[src/rtl/cfg_loader_pkg.sv]
// Shared definitions for the memory-bank configuration loader.
// Holds the loader state encoding, the CRC-8 polynomial, the block-size
// lookup helper and the serial CRC step used when CFG_LOADER_CRC_EN is set.
package cfg_loader_pkg;

    // Loader FSM states; CHECK is only reachable when the CRC option is built in
    typedef enum logic [1:0] {
        ST_IDLE  = 2'd0,
        ST_LOAD  = 2'd1,
        ST_CHECK = 2'd2,
        ST_DONE  = 2'd3
    } loader_state_t;

    // CRC-8 polynomial x^8 + x^2 + x + 1
    localparam logic [7:0] CRC8_POLY = 8'h07;

    // Each block size is a 4-bit nibble; block 0 sits in the least significant nibble
    localparam int SIZE_W     = 4;
    localparam int MAX_BLOCKS = 16;

    // Size (in bits) of mem block idx, taken from the packed size table
    function automatic logic [SIZE_W-1:0] blk_size(
        input logic [SIZE_W*MAX_BLOCKS-1:0] sizes,
        input int                           idx
    );
        return sizes[idx*SIZE_W +: SIZE_W];
    endfunction

    // One MSB-first serial CRC-8 step for a single incoming bit
    function automatic logic [7:0] crc8_step(
        input logic [7:0] crc,
        input logic       b
    );
        return {crc[6:0], 1'b0} ^ ((crc[7] ^ b) ? CRC8_POLY : 8'h00);
    endfunction

endpackage

[src/rtl/cfg_crc8_serial.sv]
// Bit-serial CRC-8 accumulator (poly 0x07, init 0x00, MSB-first).
// Only built when CFG_LOADER_CRC_EN is defined; the loader instantiates it
// under the same macro, so the default build carries no CRC logic at all.
`ifdef CFG_LOADER_CRC_EN
module cfg_crc8_serial
    import cfg_loader_pkg::*;
(
    input  logic       clk,
    input  logic       rst,
    input  logic       en,
    input  logic       bit_val,
    input  logic       clear,
    output logic [7:0] crc
);

    logic [7:0] crc_reg;

    // Accumulate one bit per enabled cycle; clear wins so a restart begins from init
    always_ff @(posedge clk or posedge rst) begin
        if (rst) begin
            crc_reg <= 8'h00;
        end else if (clear) begin
            crc_reg <= 8'h00;
        end else if (en) begin
            crc_reg <= crc8_step(crc_reg, bit_val);
        end
    end

    assign crc = crc_reg;

endmodule
`endif

[src/rtl/cb_mem_bank_loader.sv]
// Initiator for the connection/switch-block memory-bank config port.
// Takes a serial bitstream over valid/ready and turns every accepted bit
// into one registered single-cycle write (enable/address/data_in), walking
// bit-within-block inside each block, blocks in ascending order.
// Optional feature: define CFG_LOADER_CRC_EN to append an 8-bit CRC check
// phase after the last config bit; otherwise crc_err is tied low.
module cb_mem_bank_loader
    import cfg_loader_pkg::*;
#(
    parameter int                       ADDR_W      = 7,
    parameter int                       BIT_AW      = 3,
    parameter int                       NUM_BLOCKS  = 11,
    parameter logic [4*NUM_BLOCKS-1:0]  BLOCK_SIZES = 44'h22666666666
) (
    input  logic              prog_clk,
    input  logic              pReset,
    input  logic              start,
    input  logic              bs_data,
    input  logic              bs_valid,
    output logic              bs_ready,
    output logic              enable,
    output logic [0:ADDR_W-1] address,
    output logic              data_in,
    output logic              busy,
    output logic              done,
    output logic              crc_err
);

    localparam int BLK_AW = ADDR_W - BIT_AW;
    localparam logic [SIZE_W*MAX_BLOCKS-1:0] SIZES_EXT = (SIZE_W*MAX_BLOCKS)'(BLOCK_SIZES);

    loader_state_t       state_reg, state_next;
    logic [BLK_AW-1:0]   blk_reg, blk_next;
    logic [BIT_AW-1:0]   bit_reg, bit_next;
    logic                enable_reg, enable_next;
    logic [ADDR_W-1:0]   address_reg, address_next;
    logic                data_reg, data_next;

    logic                accept;
    logic                go;
    logic                last_bit;
    logic                last_blk;

    // Per-block last bit index and illegal-size flag, resolved at elaboration
    logic [BIT_AW-1:0]   last_bit_tbl [NUM_BLOCKS];
    logic [NUM_BLOCKS-1:0] zero_size;

    genvar gi;
    generate
        for (gi = 0; gi < NUM_BLOCKS; gi++) begin : g_blk
            localparam logic [SIZE_W-1:0] SZ = blk_size(SIZES_EXT, gi);
            assign last_bit_tbl[gi] = BIT_AW'(SZ - SIZE_W'(1));
            assign zero_size[gi]    = (SZ == '0);
        end
    endgenerate

`ifdef CFG_LOADER_CRC_EN
    logic [7:0] crc_val;
    logic [7:0] rx_reg, rx_next;
    logic [7:0] rx_word;
    logic [2:0] cnt_reg, cnt_next;
    logic       crc_err_reg, crc_err_next;
    logic       crc_en;

    // Only config bits feed the CRC; the trailing CRC bits are compared, not hashed
    assign crc_en = accept && (state_reg == ST_LOAD);

    cfg_crc8_serial u_crc (
        .clk     (prog_clk),
        .rst     (pReset),
        .en      (crc_en),
        .bit_val (bs_data),
        .clear   (go),
        .crc     (crc_val)
    );
`endif

    // Handshake and status decode straight from the state register
    assign bs_ready = (state_reg == ST_LOAD) || (state_reg == ST_CHECK);
    assign busy     = (state_reg == ST_LOAD) || (state_reg == ST_CHECK);
    assign done     = (state_reg == ST_DONE);
    assign accept   = bs_valid && bs_ready;
    assign go       = start && ((state_reg == ST_IDLE) || (state_reg == ST_DONE));

    assign last_bit = (bit_reg == last_bit_tbl[blk_reg]);
    assign last_blk = (blk_reg == BLK_AW'(NUM_BLOCKS - 1));

    // Bit index lands in the MSB end, so address[0:BIT_AW-1] is the bit field
    assign enable  = enable_reg;
    assign address = address_reg;
    assign data_in = data_reg;

`ifdef CFG_LOADER_CRC_EN
    assign crc_err = crc_err_reg;
`else
    assign crc_err = 1'b0;
`endif

    // Next-state, counter and write-port logic
    always_comb begin
        state_next   = state_reg;
        blk_next     = blk_reg;
        bit_next     = bit_reg;
        enable_next  = 1'b0;
        address_next = address_reg;
        data_next    = data_reg;
`ifdef CFG_LOADER_CRC_EN
        rx_next      = rx_reg;
        cnt_next     = cnt_reg;
        crc_err_next = crc_err_reg;
        rx_word      = {rx_reg[6:0], bs_data};
`endif
        case (state_reg)
            ST_IDLE, ST_DONE: begin
                if (start) begin
                    state_next = ST_LOAD;
                    blk_next   = '0;
                    bit_next   = '0;
`ifdef CFG_LOADER_CRC_EN
                    crc_err_next = 1'b0;
                    cnt_next     = '0;
                    rx_next      = '0;
`endif
                end
            end
            ST_LOAD: begin
                if (accept) begin
                    enable_next  = 1'b1;
                    address_next = {bit_reg, blk_reg};
                    data_next    = bs_data;
                    if (last_bit) begin
                        bit_next = '0;
                        if (last_blk) begin
`ifdef CFG_LOADER_CRC_EN
                            state_next = ST_CHECK;
`else
                            state_next = ST_DONE;
`endif
                        end else begin
                            blk_next = blk_reg + BLK_AW'(1);
                        end
                    end else begin
                        bit_next = bit_reg + BIT_AW'(1);
                    end
                end
            end
            ST_CHECK: begin
`ifdef CFG_LOADER_CRC_EN
                // Received CRC arrives MSB first; no write strobes in this phase
                if (accept) begin
                    rx_next  = rx_word;
                    cnt_next = cnt_reg + 3'd1;
                    if (cnt_reg == 3'd7) begin
                        state_next   = ST_DONE;
                        crc_err_next = (rx_word != crc_val);
                    end
                end
`else
                state_next = ST_IDLE;
`endif
            end
            default: begin
                state_next = ST_IDLE;
            end
        endcase
    end

    // FSM state register
    always_ff @(posedge prog_clk or posedge pReset) begin
        if (pReset) begin
            state_reg <= ST_IDLE;
        end else begin
            state_reg <= state_next;
        end
    end

    // Counters and registered write port; a zero-sized block is never legal
    always_ff @(posedge prog_clk or posedge pReset) begin
        if (pReset) begin
            blk_reg     <= '0;
            bit_reg     <= '0;
            enable_reg  <= 1'b0;
            address_reg <= '0;
            data_reg    <= 1'b0;
        end else begin
            if (state_reg == ST_LOAD) begin
                assert (!zero_size[blk_reg]);
            end
            blk_reg     <= blk_next;
            bit_reg     <= bit_next;
            enable_reg  <= enable_next;
            address_reg <= address_next;
            data_reg    <= data_next;
        end
    end

`ifdef CFG_LOADER_CRC_EN
    // CRC check phase registers
    always_ff @(posedge prog_clk or posedge pReset) begin
        if (pReset) begin
            rx_reg      <= '0;
            cnt_reg     <= '0;
            crc_err_reg <= 1'b0;
        end else begin
            rx_reg      <= rx_next;
            cnt_reg     <= cnt_next;
            crc_err_reg <= crc_err_next;
        end
    end
`endif

endmodule

[config.mk]
export PLATFORM = sky130hd
export DESIGN_NAME = cb_mem_bank_loader
export DESIGN_NICKNAME = d
export VERILOG_FILES = /design/src/rtl/cfg_loader_pkg.sv /design/src/rtl/cfg_crc8_serial.sv /design/src/rtl/cb_mem_bank_loader.sv
export SDC_FILE = /design/constraint.sdc
export NUM_CORES = 1
export LEC_CHECK = 0
export CAP_MARGIN = 10
export CORE_ASPECT_RATIO = 1.25
export CORE_UTILIZATION = 60
export CTS_CLUSTER_SIZE = 20
export DETAILED_ROUTE_END_ITERATION = 12
export DONT_BUFFER_PORTS = 1
export MAX_ROUTING_LAYER = met4
export PLACE_DENSITY = 0.75
export SYNTH_ARGS = -nofsm -noshare
export SYNTH_HDL_FRONTEND = slang
export SYNTH_SLANG_ARGS = --single-unit
export TNS_END_PERCENT = 20
[constraint.sdc]
create_clock -name prog_clk -period 2 [get_ports prog_clk]
set_clock_uncertainty 0.15 [all_clocks]
set_input_delay 0.3 -clock prog_clk [delete_from_list [all_inputs] [get_ports prog_clk]]
set_output_delay 0.3 -clock prog_clk [all_outputs]
set_load 0.02 [all_outputs]
# ---- Word-level counts from Yosys, hierarchy flattened
# Memories as Yosys holds them, arrays and structs flattened.
# Index checks and enable logic that the tools add are counted.
dict set report totals {
  mem_count 1
  ff_bits 18
  inputBits 5
  mem_bits_ro 48
}
dict set report op_classes {
  n_mux 18
  add_sub_neg 2
  n_reduce_logical 9
  n_bitwise 1
  magnitude_cmp 1
  eq_ne 10
}
# name depth width rd rd_ports_with_merged_regs wr line_no
set mem_list {}
lappend mem_list {{(name not given)} 16 3 1 0 0 cb_mem_bank_loader.sv:85} ;# assign last_bit = (bit_reg == last_bit_tbl[blk_reg]);
# operator count
set ops {}
lappend ops {{4-bit two-way mux} 4}
lappend ops {{3-bit two-way mux} 5}
lappend ops {{2-bit inequality test (second input constant)} 5}
lappend ops {{2-bit two-way mux} 4}
lappend ops {{4-bit one-hot mux with 2 select lines} 1}
lappend ops {{2-bit one-hot mux with 3 select lines} 1}
lappend ops {{3-bit one-hot mux with 2 select lines} 1}
lappend ops {{5-bit greater-or-equal comparator (second input constant)} 1}
lappend ops {{4-bit NOT with 5-bit output} 1}
lappend ops {{5-bit AND reduction} 1}
lappend ops {{4-bit by 1-bit adder with 4-bit output (second input constant)} 1}
lappend ops {{2-bit equality test (second input constant)} 2}
lappend ops {{4-bit equality test (second input constant)} 1}
lappend ops {{4-bit AND reduction} 1}
lappend ops {{3-bit by 1-bit adder with 3-bit output (second input constant)} 1}
lappend ops {{3-bit equality test} 1}
lappend ops {{3-bit AND reduction} 1}
lappend ops {{2-bit by 1-bit equality test with 1-bit output (second input constant)} 1}
lappend ops {{2-bit zero test} 1}
lappend ops {{1-bit two-way mux} 2}
lappend ops {{2-bit AND reduction} 1}
lappend ops {{2-bit nonzero test} 1}
lappend ops {{2-bit OR reduction} 1}
lappend ops {{1-bit logical AND} 1}
lappend ops {{1-bit logical OR} 1}

# ---- Longest topological paths before layout
dict set report depth {
  ltp_word 8
  ltp_mapped 6
}

# ---- Worst setup path before layout
# OpenSTA, ideal clock, no wires.
dict set report synth_timing {
  path_kind {reg-to-reg}
  start {reg state_reg[0]}
  end {reg blk_reg[3]}
  arrival_ns 1.559
  slack_ns 0.165
  required_time_ns 1.724
  path_stages_with_launch 7
  setup_ns 0.126
  n_path_buf 0
  cell_sequence {dfrtp_1 inv_1 ha_1 nor2b_1 nor2_1 nand3b_2 a221o_1}
}
dict set report synth_via {
  elab_chain_cells 5
  word_cells_on_any_way 14
  cone_classes {eq/ne (7); mux (1); reduce/logical (6)}
}
# element line_no
set synth_lines {}
lappend synth_lines {{from (decl)} cb_mem_bank_loader.sv:32} ;# loader_state_t state_reg, state_next;
lappend synth_lines {{from (signal assigned)} cb_mem_bank_loader.sv:173} ;# state_reg <= state_next;
lappend synth_lines {{2-bit by 1-bit equality test with 1-bit output or 2-bit equality test (tied branches)} {cb_mem_bank_loader.sv:79, cb_mem_bank_loader.sv:113}}
lappend synth_lines {{1-bit logical OR} cb_mem_bank_loader.sv:79} ;# assign bs_ready = (state_reg == ST_LOAD) || (state_reg == ST_CHECK);
lappend synth_lines {{1-bit logical AND} cb_mem_bank_loader.sv:82} ;# assign accept = bs_valid && bs_ready;
lappend synth_lines {{2-bit inequality test (no line)} n/a}
lappend synth_lines {{5-bit AND reduction (no line)} n/a}
lappend synth_lines {{to (signal assigned)} cb_mem_bank_loader.sv:189} ;# blk_reg <= blk_next;
lappend synth_lines {{to (decl)} cb_mem_bank_loader.sv:33} ;# logic [BLK_AW-1:0] blk_reg, blk_next;
# Several ways; a longest one is shown, not always the timed one.
# A chain may end at the register's enable or synchronous reset.

# ---- Worst setup path in the final report
# Ends and elaborated chain as after synthesis.

==> metrics.md <==
| Metric | Value |
|---|---|
| DP Wirelength | 1.26 mm |
| Die width | 38.1 µm |
| Synth top area cells | dfrtp_1, ha_1, mux2_2 |
| Mapped Area | 977 µm² |
| Post-Place Worst Slack | 8.56 ps |
| Post-Route Setup TNS | 0 ps |
| Asr flop ratio synth | 100% |
| Fmax | 0.525 GHz |
| Number of flops mapped to enable cells by yosys | 0 |
| GR Overflow Total | 0 |
| # clock sinks | 18 |
| Wire length per cell | 14.7 µm |
| CP max FO | 5 |
| CTS tree | done |
| Post-Syn Nets | 103 |
| Hold Worst Slack | 10.9 ps |
| Critical path launch point type | flip-flop |
| Most frequent cells in the layout | dfrtp_1, inv_1, ha_1 |
| Vias per cell | 5.86 |
| Main flop type after synthesis | dfrtp_1 |
| Lkg Pwr | 0.493 nW |
| PwrDens | 1200 nW/µm² |
| Vias in the first global route | 669 |
| Maximum vdd ir drop | 505 µV |
| Number of flip-flops in the largest register | 7 |
| Post-synth top area cell | dfrtp_1 |
| Setup CP Type | flip-flop to flip-flop |
| Maximum clock path buffer count | 2 |
| Max_cap viols | 0 |
| Nets@finish | 110 |
| Ports | 18 |
| Initial antenna violation count | 0 |
| Hold Crit Class | input pin to flip-flop |
| Setup violators final | 0 |
| Hold path cells | 1 |
| Sequential share of the synthesized area | 46.1% |
| Least-Margin Pin Slew | 671 ps |
| CTS Root Cell | clkbuf_4 |
| Clk_lat worst skew | 280 ps |
| DR pass1 iterations | 4 |
| Final Hold Viols | 0 |
| YS warnings | 0 |
| Worst r2r path cells | 6 |
| Die height | 47.1 µm |
| Slew headroom | 55.2% |
| Ant. Diodes | 0 |
| Final slew viol count | 0 |
| H-tree depth | 1 |
| CP Capture Type | flip-flop |
| Unrepaired setup endpoints after global routing | false |
| Layout cells sized above 1 | 19.1% |
| Drt drc | 0 |
| Core area | 1450 µm² |
| Die area | 1800 µm² |
| Largest net degree at the start of global routing | 19 |
| Commonest non-fill, non-tap cell in the layout | dfrtp_1 |
| GPL Wtd Cong | 0.740 |
| First-pass GRT wire length | 2.73 mm |
| P&R area growth vs syn | 7.68% |
| Initial Util | 67.6% |
| Synthesis-stage register bit count | 18 |
| CP required | 2020 ps |
| Synth Instances | 89 |
| Final worst path period share | 95.3% |
| GRT Util Overall | 22.6% |
| Post-Syn Area per Cell | 11.0 µm² |
| Cts bufs inserted | 3 |
| Cell variety after synth | 31 |
| Area after DPL | 1010 µm² |
| Synth top area share | 46.1% |
| Via Count | 650 |
| Final core occ | 72.8% |
| Site row count | 15 |
| Fin crit period | 1910 ps |
| Initial detailed-routing violation count | 5 |
| Design area | 1050 µm² |
| CTS clock-pin slew for the worst setup and hold paths | 100 ps |
| Drt total wl | 1.63 mm |
| PortBufs | 0 |
| Status | finished clean |
| Worst Path Arrival | 1930 ps |
| Setup ws final | 93.8 ps |
| Post-route antenna net violation count | 0 |
## metrics by stage
stage               std cells  power [mW]
floorplan                  89       0.977
global placement          107        1.08
detailed placement        107        1.10
CTS                       111        1.27
global route              111        1.36
finish                    111        1.26
## cell families after synthesis
logic type               Yosys count  synth area share (%)
AND/OR/NAND/NOR                   28                  17.0
AO/OA/AOI/OAI                     13                  10.8
buffers and inverters             12                  5.38
other                              1                 0.384
adder cells (fa/ha/maj)            9                  11.5
flip-flops                        18                  46.1
multiplexers                       8                  8.83
## layout make-up
class | instances | area (µm²)
clock buffers | 3 | 22.5
fillers | 103 | 393
inverters | 9 | 33.8
multi-input cells | 59 | 484
flip-flops and latches | 18 | 450
well taps | 17 | 21.3
repair buffers | 5 | 40.0
## final timing paths
path / startpoint / slack (ps) / endpoint
min in group asynchronous: pReset / 390 / blk_reg[0]
max in group asynchronous: pReset / 870 / address[4]
worst min register to register: bit_reg[0] / 410 / bit_reg[0]
worst min-delay path: bs_data / 10 / data_in
worst max-delay path: state_reg[0] / 90 / blk_reg[3]
worst max register to register: state_reg[0] / 90 / blk_reg[3]
## worst max-delay path: stages (launching register included)
cell and delay, ps:
dfrtp_1 390, inv_1 90, ha_1 320, nor2b_2 200, nor2_4 150, nand3b_2 120, a221o_1 360
## layer usage
| layer | vias up | share of wire, % | GRT usage (%) |
|---|---|---|---|
| li1 | 310 | - | - |
| met1 | 322 | 42 | 24.0 |
| met2 | 16 | 54 | 40.3 |
| met3 | 2 | 3.4 | 3.79 |
| met4 | 0 | 0.74 | 10.0 |
| met5 | - | 0 | - |
## cells in the mapped netlist (2+ instances only)
library cell,n
buf_4,2
dfrtp_1,18
ha_1,9
inv_1,9
mux2_2,5
mux2i_1,3
nand2_1,7
nand2b_1,2
nand3_1,2
nor2_1,4
nor2b_1,3
nor3_1,2
o21ai_0,4
o2bb2ai_1,2
## where the power goes
group | internal [mW] | switching (mW) | total, mW
clock network | 0.0698 | 0.104 | 0.173
registers | 0.468 | 0.144 | 0.611
logic | 0.241 | 0.236 | 0.477
total | 0.779 | 0.483 | 1.26
## timing repair
action | 4_1_cts | 5_1_grt
resized for setup | 1 | 2
buffers inserted | 0 | 0
hold buffers | 1 | 0
pin swaps | 0 | 1
hold endpoints to repair | 18 | 0
setup endpoints to repair | 1 | 1
(Power assumes the default switching activity.)
